### src/rtl/mc_core_ws.sv
// Multicycle MIPS-subset core: control FSM and datapath sharing one req/ready memory port.
// Stalls on wait states, halts on an illegal instruction or a bus timeout.
module mc_core_ws #(
  parameter logic [31:0] RESET_PC = 32'h0000_0000,
  parameter int unsigned MAX_WAIT = 16,
  parameter int unsigned WAIT_W   = 5
) (
  input  logic        clk,
  input  logic        reset,
  output logic        mem_req,
  output logic        mem_we,
  output logic [31:0] mem_addr,
  output logic [31:0] mem_wdata,
  input  logic [31:0] mem_rdata,
  input  logic        mem_ready,
  output logic [31:0] pc,
  output logic        halted,
  output logic [1:0]  err_code
);

  localparam logic [5:0] OP_RTYPE = 6'h00;
  localparam logic [5:0] OP_LW    = 6'h23;
  localparam logic [5:0] OP_SW    = 6'h2B;
  localparam logic [5:0] OP_BEQ   = 6'h04;
  localparam logic [5:0] OP_ADDI  = 6'h08;
  localparam logic [5:0] OP_J     = 6'h02;

  localparam logic [5:0] FN_ADD = 6'h20;
  localparam logic [5:0] FN_SUB = 6'h22;
  localparam logic [5:0] FN_AND = 6'h24;
  localparam logic [5:0] FN_OR  = 6'h25;
  localparam logic [5:0] FN_SLT = 6'h2A;

  localparam logic [1:0] ERR_NONE    = 2'b00;
  localparam logic [1:0] ERR_ILLEGAL = 2'b01;
  localparam logic [1:0] ERR_TIMEOUT = 2'b10;

  localparam logic [WAIT_W:0] MAX_WAIT_C = (WAIT_W + 1)'(MAX_WAIT);

  typedef enum logic [3:0] {
    S_FETCH,
    S_DECODE,
    S_MEMADR,
    S_MEMRD,
    S_MEMWB,
    S_MEMWR,
    S_EXEC,
    S_ALUWB,
    S_BRANCH,
    S_ADDIEX,
    S_ADDIWB,
    S_JUMP,
    S_HALT
  } state_t;

  state_t            state_q, state_d;
  logic [31:0]       pc_q, pc_d;
  logic [31:0]       ir_q, ir_d;
  logic [31:0]       mdr_q, mdr_d;
  logic [31:0]       a_q, a_d;
  logic [31:0]       b_q, b_d;
  logic [31:0]       alu_q, alu_d;
  logic [WAIT_W-1:0] wait_q, wait_d;
  logic [1:0]        err_q, err_d;
  logic              run_q, run_d;
  logic [31:0][31:0] rf_q, rf_d;

  logic [5:0]  opcode, funct;
  logic [4:0]  rs, rt, rd;
  logic [31:0] simm, jump_target, rs_val, rt_val;
  logic        funct_legal;
  logic        mem_done, mem_stall, timeout;
  logic        rf_we;
  logic [4:0]  rf_waddr;
  logic [31:0] rf_wdata;

  function automatic logic [31:0] alu_result(input logic [5:0]  f,
                                             input logic [31:0] x,
                                             input logic [31:0] y);
    logic [31:0] r;
    case (f)
      FN_SUB:  r = x - y;
      FN_AND:  r = x & y;
      FN_OR:   r = x | y;
      FN_SLT:  r = {31'd0, $signed(x) < $signed(y)};
      default: r = x + y;
    endcase
    return r;
  endfunction

  assign opcode      = ir_q[31:26];
  assign rs          = ir_q[25:21];
  assign rt          = ir_q[20:16];
  assign rd          = ir_q[15:11];
  assign funct       = ir_q[5:0];
  assign simm        = {{16{ir_q[15]}}, ir_q[15:0]};
  // pc_q already holds PC+4 once the instruction has been fetched
  assign jump_target = {pc_q[31:28], ir_q[25:0], 2'b00};
  assign rs_val      = (rs == 5'd0) ? 32'd0 : rf_q[rs];
  assign rt_val      = (rt == 5'd0) ? 32'd0 : rf_q[rt];
  assign funct_legal = (funct == FN_ADD) || (funct == FN_SUB) || (funct == FN_AND) ||
                       (funct == FN_OR)  || (funct == FN_SLT);

  assign mem_done  = mem_req && mem_ready;
  assign mem_stall = mem_req && !mem_ready;
  assign timeout   = (MAX_WAIT != 0) && mem_stall &&
                     (({1'b0, wait_q} + 1'b1) == MAX_WAIT_C);

  assign pc       = pc_q;
  assign halted   = (state_q == S_HALT);
  assign err_code = err_q;

  // run_q keeps the first request off until one edge after reset is released
  always_comb begin
    mem_req   = 1'b0;
    mem_we    = 1'b0;
    mem_addr  = pc_q;
    mem_wdata = b_q;
    case (state_q)
      S_FETCH: mem_req = run_q;
      S_MEMRD: begin
        mem_req  = 1'b1;
        mem_addr = alu_q;
      end
      S_MEMWR: begin
        mem_req  = 1'b1;
        mem_we   = 1'b1;
        mem_addr = alu_q;
      end
      default: ;
    endcase
  end

  always_comb begin
    state_d  = state_q;
    pc_d     = pc_q;
    ir_d     = ir_q;
    mdr_d    = mdr_q;
    a_d      = a_q;
    b_d      = b_q;
    alu_d    = alu_q;
    err_d    = err_q;
    run_d    = 1'b1;
    wait_d   = mem_stall ? wait_q + 1'b1 : '0;
    rf_we    = 1'b0;
    rf_waddr = rt;
    rf_wdata = alu_q;

    case (state_q)
      S_FETCH: begin
        if (mem_done) begin
          ir_d    = mem_rdata;
          pc_d    = pc_q + 32'd4;
          state_d = S_DECODE;
        end
      end
      S_DECODE: begin
        a_d   = rs_val;
        b_d   = rt_val;
        alu_d = pc_q + (simm << 2);
        case (opcode)
          OP_LW, OP_SW: state_d = S_MEMADR;
          OP_BEQ:       state_d = S_BRANCH;
          OP_ADDI:      state_d = S_ADDIEX;
          OP_J:         state_d = S_JUMP;
          OP_RTYPE: begin
            if (funct_legal) begin
              state_d = S_EXEC;
            end else begin
              state_d = S_HALT;
              err_d   = ERR_ILLEGAL;
            end
          end
          default: begin
            state_d = S_HALT;
            err_d   = ERR_ILLEGAL;
          end
        endcase
      end
      S_MEMADR: begin
        alu_d   = a_q + simm;
        state_d = (opcode == OP_LW) ? S_MEMRD : S_MEMWR;
      end
      S_MEMRD: begin
        if (mem_done) begin
          mdr_d   = mem_rdata;
          state_d = S_MEMWB;
        end
      end
      S_MEMWB: begin
        rf_we    = 1'b1;
        rf_wdata = mdr_q;
        state_d  = S_FETCH;
      end
      S_MEMWR: begin
        if (mem_done) begin
          state_d = S_FETCH;
        end
      end
      S_EXEC: begin
        alu_d   = alu_result(funct, a_q, b_q);
        state_d = S_ALUWB;
      end
      S_ALUWB: begin
        rf_we    = 1'b1;
        rf_waddr = rd;
        state_d  = S_FETCH;
      end
      S_BRANCH: begin
        if (a_q == b_q) begin
          pc_d = alu_q;
        end
        state_d = S_FETCH;
      end
      S_ADDIEX: begin
        alu_d   = a_q + simm;
        state_d = S_ADDIWB;
      end
      S_ADDIWB: begin
        rf_we   = 1'b1;
        state_d = S_FETCH;
      end
      S_JUMP: begin
        pc_d    = jump_target;
        state_d = S_FETCH;
      end
      default: state_d = S_HALT;
    endcase

    // A timed-out access never completed, so nothing above was updated by it
    if (timeout) begin
      state_d = S_HALT;
      err_d   = ERR_TIMEOUT;
    end

    rf_d = rf_q;
    if (rf_we && (rf_waddr != 5'd0)) begin
      rf_d[rf_waddr] = rf_wdata;
    end
  end

  always_ff @(posedge clk or negedge reset) begin
    if (!reset) begin
      state_q <= S_FETCH;
      pc_q    <= RESET_PC;
      ir_q    <= '0;
      mdr_q   <= '0;
      a_q     <= '0;
      b_q     <= '0;
      alu_q   <= '0;
      wait_q  <= '0;
      err_q   <= ERR_NONE;
      run_q   <= 1'b0;
      rf_q    <= '0;
    end else begin
      state_q <= state_d;
      pc_q    <= pc_d;
      ir_q    <= ir_d;
      mdr_q   <= mdr_d;
      a_q     <= a_d;
      b_q     <= b_d;
      alu_q   <= alu_d;
      wait_q  <= wait_d;
      err_q   <= err_d;
      run_q   <= run_d;
      rf_q    <= rf_d;
    end
  end

endmodule

### config.mk
export PLATFORM = sky130hd
export DESIGN_NAME = mc_core_ws
export DESIGN_NICKNAME = d
export VERILOG_FILES = /design/src/rtl/mc_core_ws.sv
export SDC_FILE = /design/constraint.sdc
export NUM_CORES = 2
export LEC_CHECK = 0
export BUFFER_PORTS_ARGS = -buffer_cell sky130_fd_sc_hd__buf_2
export CORE_ASPECT_RATIO = 0.6
export CORE_UTILIZATION = 50
export CTS_BUF_LIST = sky130_fd_sc_hd__clkbuf_8
export DETAILED_ROUTE_END_ITERATION = 12
export PLACE_DENSITY = 0.72
export SETUP_SLACK_MARGIN = 0.05
export SYNTH_ARGS = -nofsm -noshare
export SYNTH_HDL_FRONTEND = slang
export SYNTH_SLANG_ARGS = --single-unit
### constraint.sdc
create_clock -name clk -period 7.57 [get_ports clk]
set_clock_uncertainty 0.05 [all_clocks]
set_input_delay 1.514 -clock clk [delete_from_list [all_inputs] [get_ports clk]]
set_output_delay 1.514 -clock clk [all_outputs]
set_load 0.005 [all_outputs]
==> results.json <==
{
  "grt_first_pass_wirelength_um": 374000,
  "grt_pass1_vias": 54900,
  "wirelength_um": 254000,
  "slew_viol_final": 0,
  "grt_max_degree": 187,
  "antenna_found_initial": 10,
  "cts_buffers": 179,
  "placed_cell_area_mm2": 0.0717,
  "syn_area_mm2": 0.0697,
  "die_area_mm2": 0.141,
  "period_share": 0.719,
  "max_freq_mhz": 184,
  "crit_path_max_fanout": 39,
  "relSlewSlack": 0.0893,
  "insertion_delay_ns": 0.93,
  "num_vias": 57700,
  "clock_sinks": 1228,
  "syn_avg_cell_area_um2": 10.5,
  "dp_hpwl_um": 167000,
  "drc_errors": 0,
  "power_density_mw_per_mm2": 492,
  "die_h_um": 291,
  "fillers": 11700,
  "root_buffer": "clkbuf_8",
  "hold_violations": 0,
  "nNetsFinal": 6671,
  "p_leak_nw": 32.8,
  "required_ns": 6.01,
  "start_kind": "register",
  "rows": 105,
  "clk_pin_slew_ns": 0.06,
  "setup_viol": 0,
  "crit_arrival_ns": 3.88,
  "tightest_slew_ns": 1.35,
  "syn_to_final_growth_pct": 8.22,
  "postCtsResizedCells": 0,
  "max-cap-violations": 0,
  "dp.cells": 8111,
  "min_path_type": "reg2reg",
  "drtIter0Drc": 8397,
  "gp_congestion": 1.07,
  "io_pins": 136,
  "coreArea_mm2": 0.137,
  "cts_tree": "done",
  "cts_setup_buffers": 0,
  "final_util": 0.549,
  "rsz0062_at_grt": "no",
  "htreeDepth": 4,
  "synth_ff_type": "dfrtp_1",
  "grt_overflow_total": 0,
  "start_util": 0.507,
  "async_flop_share": 1.00,
  "setup_tns_ns": 0,
  "crit_path_end_kind": "primary output",
  "clockBufferDepth": 3,
  "synth_nets": 6846,
  "status": "finished clean",
  "avgRoutedWirePerCell_um": 30.2,
  "yosys_register_bits": 1228,
  "seq_area_frac_synth": 0.441,
  "final_cells": 8434,
  "drtPass1Iterations": 8,
  "synth_edf_count": 0,
  "timing.final.crit_period_ns": 5.44,
  "grtUsageTotal": 0.360,
  "synth_top_area_frac": 0.441,
  "numPortBuffers": 135,
  "critical_path_class": "reg2out",
  "vias_per_cell": 6.84,
  "drive_gt1_frac": 0.205,
  "hold-worst-slack_ns": 0.350,
  "synth_top_area_cell": "dfrtp_1",
  "die-width_um": 484,
  "synth_warnings": 0,
  "postCtsHoldBufs": 0,
  "ant_nets": 0,
  "fin_area_mm2": 0.0754,
  "vdd_drop_max_mv": 0.386,
  "r2r_slack_ns": 2.60,
  "synthTopCellsByArea": "dfrtp_1, mux4_2, a21oi_1, nor2_1, o21ai_0",
  "synth_cell_types": 88,
  "synthCells": 6648
}
[cells in the final DEF (no fill, tap or decap), types with 16 or more instances in the layout]
cell type / count
nor3_1: 50
a21o_1: 55
dfrtp_1: 1217
nor2_4: 21
nand2_1: 547
nand2b_1: 36
nor4_1: 17
o31ai_1: 24
o211ai_1: 20
o21ai_1: 84
nand3_1: 34
mux2i_1: 129
buf_2: 134
mux4_2: 514
nor2b_1: 40
mux2_2: 164
inv_1: 170
xor2_1: 25
ha_1: 159
o22ai_1: 105
a221oi_1: 57
buf_4: 123
mux2i_2: 29
o32ai_1: 23
o221ai_1: 34
o21a_1: 17
and3_1: 16
nor2_1: 807
a31oi_1: 32
clkbuf_8: 225
clkinv_2: 32
xnor2_1: 41
a211oi_1: 47
o21ai_0: 481
a21oi_1: 819
o21bai_1: 20
[per-layer routing]
layer,global-route usage,up-vias,share of wire
met5,0,-,0.000051
met4,0.133,2,0.037
met3,0.156,564,0.16
met2,0.451,4144,0.39
met1,0.540,29000,0.42
li1,-,23900,-
[final cells by class]
| class | instances | area (um^2) | share of cell area |
|---|---|---|---|
| multi-input combinational | 4661 | 36200 | 0.481 |
| sequential | 1228 | 30800 | 0.408 |
| clock buffer | 225 | 3100 | 0.0411 |
| tap | 1819 | 2280 | 0.0302 |
| timing repair buffer | 271 | 1870 | 0.0249 |
| clock inverter | 93 | 658 | 0.00873 |
| inverter | 132 | 495 | 0.00657 |
| antenna | 5 | 12.5 | 0.000166 |
[path summary, 6_finish.rpt]
kind / start / depth (start not counted) / end
max reg2reg: state_q[3] / 8 / rf_q[496]
min in group asynchronous: reset / 1 / rf_q[1011]
min: rf_q[29] / 0 / rf_q[29]
max in group asynchronous: reset / 2 / rf_q[837]
min reg2reg: rf_q[29] / 0 / rf_q[29]
max: state_q[2] / 6 / mem_addr[23]
[sequential cells by signal (all words and copies together) (netlist names)]
register and cells:
rf_q 1024, pc 32, run_q 1, a_q 32, ir_q 32, mdr_q 32, state_q 4, alu_q 32
wait_q 5, err_code 2, mem_wdata 32
[report_power, final]
part	switching (W)	total (W)	internal [W]
clock	0.00284	0.00577	0.00293
sequential	0.00294	0.0120	0.00906
combinational	0.0116	0.0194	0.00778
[cell families (layout without fill, tap and decap cells)]
kind of cell	Yosys count	count (layout)	share of synthesized area
adders and majority gates	163	163	0.0297
buffers and inverters	759	721	0.0444
AOI/OAI and AO/OA	1934	1934	0.161
and+or+nand+nor	1658	1658	0.0994
muxes	839	839	0.216
xor gates and xnor gates	66	66	0.00829
DFF	1228	1228	0.441
other	1	6	0.0000538
[cells in the mapped netlist (53+ instances only)]
library cell and count:
a21oi_1 821, nor3_1 53, clkbuf_1 401, mux2_2 164
o21ai_0 481, inv_1 129, mux4_2 514, mux2i_1 161
nor2_1 813, buf_2 178, ha_1 159, a21o_1 55
o21ai_1 85, nand2_1 551, a221oi_1 57, o22ai_1 105
dfrtp_1 1228
[per-stage QoR]
step	power, W	setup slack (ns)
floorplan	0.0237	4.12
global placement	0.0300	2.30
detailed placement	0.0305	2.94
CTS	0.0363	2.21
global route	0.0386	1.98
finish	0.0371	2.13
[worst max-delay path: stages, from the launching register on]
cell	delay (ns)
dfrtp_1	0.65
inv_2	0.15
nor2_1	0.26
o21ai_0	0.33
nor2_4	0.93
mux2_2	0.46
buf_2	0.14
Note: power is estimated with default switching activity, not from simulation.
